<file path="src/rtl/mul_add_fsm.sv">
// Sequential shift-add multiplier with final accumulate: product = M*Q + addend.
// Latency 2N+1 cycles from the accepting edge; start is sampled only when idle and ignored while busy.
module mul_add_fsm #(
    parameter int N = 8
) (
    input  logic             clk,
    input  logic             reset,
    input  logic             start,
    input  logic [N-1:0]     multiplicand,
    input  logic [N-1:0]     multiplier,
    input  logic [N-1:0]     addend,
    output logic [2*N-1:0]   product,
    output logic             ready,
    output logic             busy
);

    localparam int CW = $clog2(N + 1);

    typedef enum logic [1:0] {
        ESPERA  = 2'd0,
        SOMA    = 2'd1,
        DESLOCA = 2'd2,
        ACUMULA = 2'd3
    } state_t;

    state_t           state_q, state_d;
    logic [N-1:0]     a_q, a_d;
    logic [N-1:0]     q_q, q_d;
    logic [N-1:0]     m_q, m_d;
    logic [N-1:0]     r_q, r_d;
    logic             c_q, c_d;
    logic [CW-1:0]    count_q, count_d;
    logic [2*N-1:0]   product_q, product_d;
    logic             ready_q, ready_d;

    logic [N:0]       sum;
    logic [CW-1:0]    count_inc;

    always_comb begin
        sum       = {1'b0, a_q} + {1'b0, m_q};
        count_inc = count_q + CW'(1);

        state_d   = state_q;
        a_d       = a_q;
        q_d       = q_q;
        m_d       = m_q;
        r_d       = r_q;
        c_d       = c_q;
        count_d   = count_q;
        product_d = product_q;
        ready_d   = ready_q;

        case (state_q)
            ESPERA: begin
                if (start) begin
                    m_d     = multiplicand;
                    q_d     = multiplier;
                    r_d     = addend;
                    a_d     = '0;
                    c_d     = 1'b0;
                    count_d = '0;
                    ready_d = 1'b0;
                    state_d = SOMA;
                end
            end
            SOMA: begin
                if (q_q[0]) begin
                    {c_d, a_d} = sum;
                end
                state_d = DESLOCA;
            end
            DESLOCA: begin
                // Carry shifts into A's MSB, A's LSB into Q; consumed multiplier bit drops out.
                {c_d, a_d, q_d} = {1'b0, c_q, a_q, q_q[N-1:1]};
                count_d         = count_inc;
                state_d         = (count_inc == CW'(N)) ? ACUMULA : SOMA;
            end
            ACUMULA: begin
                // Max result 2^2N - 2^N fits, so no carry-out is kept.
                product_d = {a_q, q_q} + {{N{1'b0}}, r_q};
                ready_d   = 1'b1;
                state_d   = ESPERA;
            end
            default: begin
                state_d = ESPERA;
            end
        endcase
    end

    always_ff @(posedge clk or posedge reset) begin
        if (reset) begin
            state_q   <= ESPERA;
            a_q       <= '0;
            q_q       <= '0;
            m_q       <= '0;
            r_q       <= '0;
            c_q       <= 1'b0;
            count_q   <= '0;
            product_q <= '0;
            ready_q   <= 1'b0;
        end else begin
            state_q   <= state_d;
            a_q       <= a_d;
            q_q       <= q_d;
            m_q       <= m_d;
            r_q       <= r_d;
            c_q       <= c_d;
            count_q   <= count_d;
            product_q <= product_d;
            ready_q   <= ready_d;
        end
    end

    assign product = product_q;
    assign ready   = ready_q;
    assign busy    = (state_q != ESPERA);

endmodule

</file>
<file path="config.mk">
export PLATFORM = sky130hd
export DESIGN_NAME = mul_add_fsm
export DESIGN_NICKNAME = d
export VERILOG_FILES = /design/src/rtl/mul_add_fsm.sv
export SDC_FILE = /design/constraint.sdc
export NUM_CORES = 1
export LEC_CHECK = 0
export CORE_MARGIN = 2
export CORE_UTILIZATION = 30
export DETAILED_ROUTE_END_ITERATION = 8
export DONT_BUFFER_PORTS = 1
export PLACE_DENSITY = 0.46
export SLEW_MARGIN = 5
export SYNTH_ARGS = -nofsm -noshare
export SYNTH_HDL_FRONTEND = slang
export SYNTH_SLANG_ARGS = --single-unit
</file>
<file path="constraint.sdc">
create_clock -name clk -period 2.74 [get_ports clk]
set_input_delay 0.822 -clock clk [delete_from_list [all_inputs] [get_ports clk]]
set_output_delay 0.822 -clock clk [all_outputs]
set_load 0.01 [all_outputs]
</file>
Word-level counts from Yosys, hierarchy flattened
Cells that the tools add are included.
{ "classes": {"n_addsub": 3, "n_mul": 0, "div": 0, "magnitude_cmp": 0, "n_eq_ne": 6, "shift": 0, "muxes": 14, "bitwise_logic": 0, "reduce_logical": 9} }
{ "ops": {"columns": ["operator", "count"], "rows": [
  ["$mux W8", 3],
  ["$pmux W8 S3", 1],
  ["$add A16 B8 Y16", 1],
  ["$pmux W8 S2", 1],
  ["$add A8 B8 Y9", 1],
  ["$pmux W2 S4", 1],
  ["$pmux W4 S2", 1],
  ["$reduce_and A2 Y1", 3],
  ["$reduce_bool A2 Y1", 3],
  ["$add A4 B1 Y4 const B", 1],
  ["$eq A2 B2 Y1 const B", 2],
  ["$eq A4 B4 Y1 const B", 1],
  ["$mux W2", 2],
  ["$mux W4", 1],
  ["$ne A2 B2 Y1 const B", 2],
  ["$pmux W1 S3", 1],
  ["$reduce_and A3 Y1", 1],
  ["$reduce_bool A3 Y1", 1],
  ["$eq A2 B1 Y1 const B", 1],
  ["$logic_not A2 Y1", 1],
  ["$mux W1", 2],
  ["$pmux W1 S2", 1]
]} }
{ "totals": {"reg_bits": 56, "latch_bits": 0, "ram_bits": 0, "romBits": 0, "out_inout_bits": 18, "mem_count": 0} }

Depth between registers and ports, before layout
{ "logic_depth": {"depth_word": 4, "ltp_mapped": 8, "depth_no_buf": 8} }

Least setup slack after synthesis
Ideal clock, no wire load.
{ "synth_timing": {"kind": "flip-flop to flip-flop", "start": "reg q_q[0]", "end": "reg product_q[6], in the netlist product[6]", "setup_time_ps": 125, "t_arrival_ps": 1742, "required_ps": 2615, "path_slack_ps": 873, "stages_incl_launch_ff": 8, "path_buffers": 0, "period_less_slack_ps": 1867, "cell_sequence": "dfrtp_1 -> ha_1 -> fa_1 -> nand3_1 -> nand2_1 -> a31oi_1 -> xnor2_1 -> mux2_2"} }
{ "synth_between": {"elab_chain_len": 1} }
{ "synth_rtl": {"columns": ["item", "line", "rtl"], "rows": [
  ["start, declared", "28", "logic [N-1:0] q_q, q_d;"],
  ["start signal, assigned", "104", "q_q <= q_d;"],
  ["$add A16 B8 Y16", "80", "product_d = {a_q, q_q} + {{N{1'b0}}, r_q};"],
  ["end signal, assigned", "109", "product_q <= product_d;"],
  ["end, declared", "33", "logic [2*N-1:0] product_q, product_d;"]
]} }
Every way passes these cells.
A chain may end at the register's enable or synchronous reset.

Worst setup path in the final report
{ "layout_timing": {"start": "reg state_q[0]", "end": "out busy"} }
{ "layout_between": {"elab_chain_len": 1} }
{ "layout_rtl": {"columns": ["item", "line", "rtl"], "rows": [
  ["start, declared", "26", "state_t state_q, state_d;"],
  ["start signal, assigned", "102", "state_q <= state_d;"],
  ["$reduce_bool A2 Y1", "116", "assign busy = (state_q != ESPERA);"],
  ["end, declared", "14", "output logic busy"]
]} }
Every way passes these cells.

==> run metrics <==
gr ovfl total 0; Post-CTS Hold Buffers 0; Reg clk slew, reported paths 0.11 ns; CP Class reg -> out; pin count of the biggest net entering global routing 25; Root Driver clkbuf_8; top post-synthesis cells by area dfrtp_1, ha_1, mux2_2; Pleak ~1.5 nW; Total GRT Usage 13.51%; fin nets 359; TritonCTS buffer count 5; via count 2,254; peak supply drop roughly 0.00034 V; via/cell ratio between 5 and 6; layout cells sized above 1 between 10% and 20%; Final Core Density about 34%; Slew @ Worst Pin 0.5163 ns; IO Port Bufs 0; asr flop ratio synth between 90% and 100%; fmax 0.4721 GHz; FF/Latch Area about 0.0014 mm²; Final setup viols 0; number of synthesized flops with an enable pin 0; I/O pins between 40 and 50; synthesized flop and latch total 56; DIE AREA 0.01158 mm²; Yosys top cell area share between 40% and 50%; Post-Syn Nets 356; vias in the first global route 2,381; status completed; reg2reg path depth 8; PwrDens 1324 mW/mm²; initial core utilization just over 30%; DPL Wire Length about 5.5 mm; CP Data Arrival Time 1.30 ns; Antenna Nets Post-Route 0; RePlAce Congestion approximately 0.78; worst path required time around 1.9 ns; final hold vios 0; Syn Std Cell Area between 0.003 and 0.004 mm²; synth unique cells 54; Yosys warnings 0; Avg Cell Area, Syn 10.56 µm²; first-pass GRT wire length around 12 mm; DRC 0; Reg power frac between 30% and 40%; Fill cells around 1,100; Synth Instances 305; clock latency on the worst-skew pair 0.32 ns; clock share of power 10.5%; total negative slack 0 ns; post-CTS setup buffer count 0; commonest non-fill, non-tap cell in the layout dfrtp_1; Most used DFF post-synth dfrtp_1; clk buf depth 2; Critical Path Start Type flip-flop; chip width ~110 µm; DRT Wirelength around 7.1 mm; Worst slew margin between 60% and 70%; Pins Over Slew Limit 0; Critical Path Fanout Max 6; CTS H-tree lvls 2; Chip Height approximately 110 µm; area grow syn2layout 8.081%; fin crit period approximately 2.1 ns; final worst-path cycle share 77.31%; Max-Cap Viols 0; reg2reg start a_q[0]; Comb pwr share 53.2%; CTS tree yes; Seq/Total Area, Yosys 43.51%; Avg WL per Cell between 15 and 20 µm; commonest cells after routing, fill and taps aside dfrtp_1, nand2_1, mux2_2, ha_1, a21oi_1; type of the most critical hold path in -> async; R2R setup slack around 0.66 ns; Resized cells post-CTS 0; Layout Skew approximately 0.011 ns; Net Sw Frac between 40% and 50%; P_int between 2 and 3 mW; CP Capture Type output pin; Core Box Area between 0.01 and 0.015 mm²; Switch Pwr between 2 and 2.5 mW; antenna cell count 0; RSZ-0062 raised after global routing no; detailed-router iteration count before antenna repair 4; clock sinks 56; DR iter-0 viols about 110; area of the multi-input gates between 0.0015 and 0.002 mm²; antenna violations before repair 0; FF-to-FF End a_q[6]; Synth area leader dfrtp_1; Rows 37
final cells by class:
cell class	instances	area share [%]
well taps	136	4.889
flip-flops and latches	56	40.26
multi-input cells	231	50.00
clock inverters	1	0.2157
repair buffers	6	1.294
clock buffers	7	2.480
inverters	8	0.8627
kinds of logic (layout without fill, tap and decap cells):
family | after synthesis | after routing | synth area share (%)
XOR/XNOR | 16 | 16 | 4.351
buffers and inverters | 18 | 22 | 2.447
flip-flops | 56 | 56 | 43.51
multiplexers | 32 | 32 | 10.96
adder cells (fa/ha/maj) | 24 | 24 | 9.790
AND/OR/NAND/NOR | 74 | 74 | 11.54
AO/OA/AOI/OAI | 85 | 85 | 17.40
how the worst max path moves through the flow:
stage | startpoint | to | slack, ns | cells after the start
CTS | state_q[0] | busy | 0.58 | 3
global route | a_q[0] | a_q[6] | 0.43 | 8
global placement | a_q[0] | a_q[6] | 0.73 | 8
detailed placement | a_q[0] | a_q[6] | 0.65 | 8
floorplan | reset | a_q[0] | 0.55 | 1
finish | state_q[0] | busy | 0.62 | 3
power by group through the flow:
| stage | sequential, mW | clock [mW] | combinational (mW) |
|---|---|---|---|
| 6_report | 1.68 | 0.482 | 2.45 |
| 3_3_place_gp | 1.70 | 0 | 2.46 |
| 5_1_grt | 1.75 | 0.538 | 2.79 |
| 2_1_floorplan | 1.56 | 0 | 2.03 |
| 4_1_cts | 1.69 | 0.513 | 2.47 |
| 3_5_place_dp | 1.71 | 0 | 2.46 |
per-layer routing:
layer  share of wire [%]  wire length [µm]  track usage, %  vias to the layer above
li1                    -                 -               -                     1110
met1                  47              3356           17.48                     1081
met2                  45              3243           22.01                       54
met3                 6.0               426           3.511                        9
met4                 1.6               112           4.304                        0
met5                   0                 0               0                        -
synth_stat cells, types with 2 or more instances:
cell type  count
mux2i_1        9
fa_1           2
a31oi_1        4
nand2b_1       4
dfrtp_1       56
a21oi_1       20
ha_1          22
o21bai_1       2
o21a_1         3
a21o_1         6
nand4_1        5
o211ai_1       2
a211oi_1       3
buf_2          3
xor2_1         6
nand2_1       26
mux2_2        22
inv_1          8
o21ai_0       19
o21ai_1        4
a21oi_2        5
o31ai_1        3
nor2_1        19
xnor2_1       10
nand3_1        8
clkbuf_1       6
worst max-delay path, stage by stage, from the launching register on:
cell     delay [ns]
dfrtp_1        0.43
inv_1          0.09
ha_1           0.27
inv_1          0.21
per-stage QoR:
| step | instance area, µm² | setup slack [ns] | hold WS (ns) | power (mW) | std cells |
|---|---|---|---|---|---|
| 2_1_floorplan | 3221 | 0.5467 | 0.4733 | 3.584 | 305 |
| 3_3_place_gp | 3387 | 0.7254 | 0.4989 | 4.157 | 437 |
| 3_5_place_dp | 3387 | 0.6481 | 0.5063 | 4.169 | 437 |
| 4_1_cts | 3481 | 0.5848 | 0.3477 | 4.678 | 445 |
| 5_1_grt | 3481 | 0.4344 | 0.3536 | 5.080 | 445 |
| 6_report | 3481 | 0.6216 | 0.3400 | 4.610 | 445 |
flip-flops by register name, summed over array words and instances, names as in the netlist:
register and count:
product 16, a_q 8, m_q 8, q_q 8, r_q 8, count_q 4
state_q 2, c_q 1, ready 1
(Power assumes the default switching activity.)
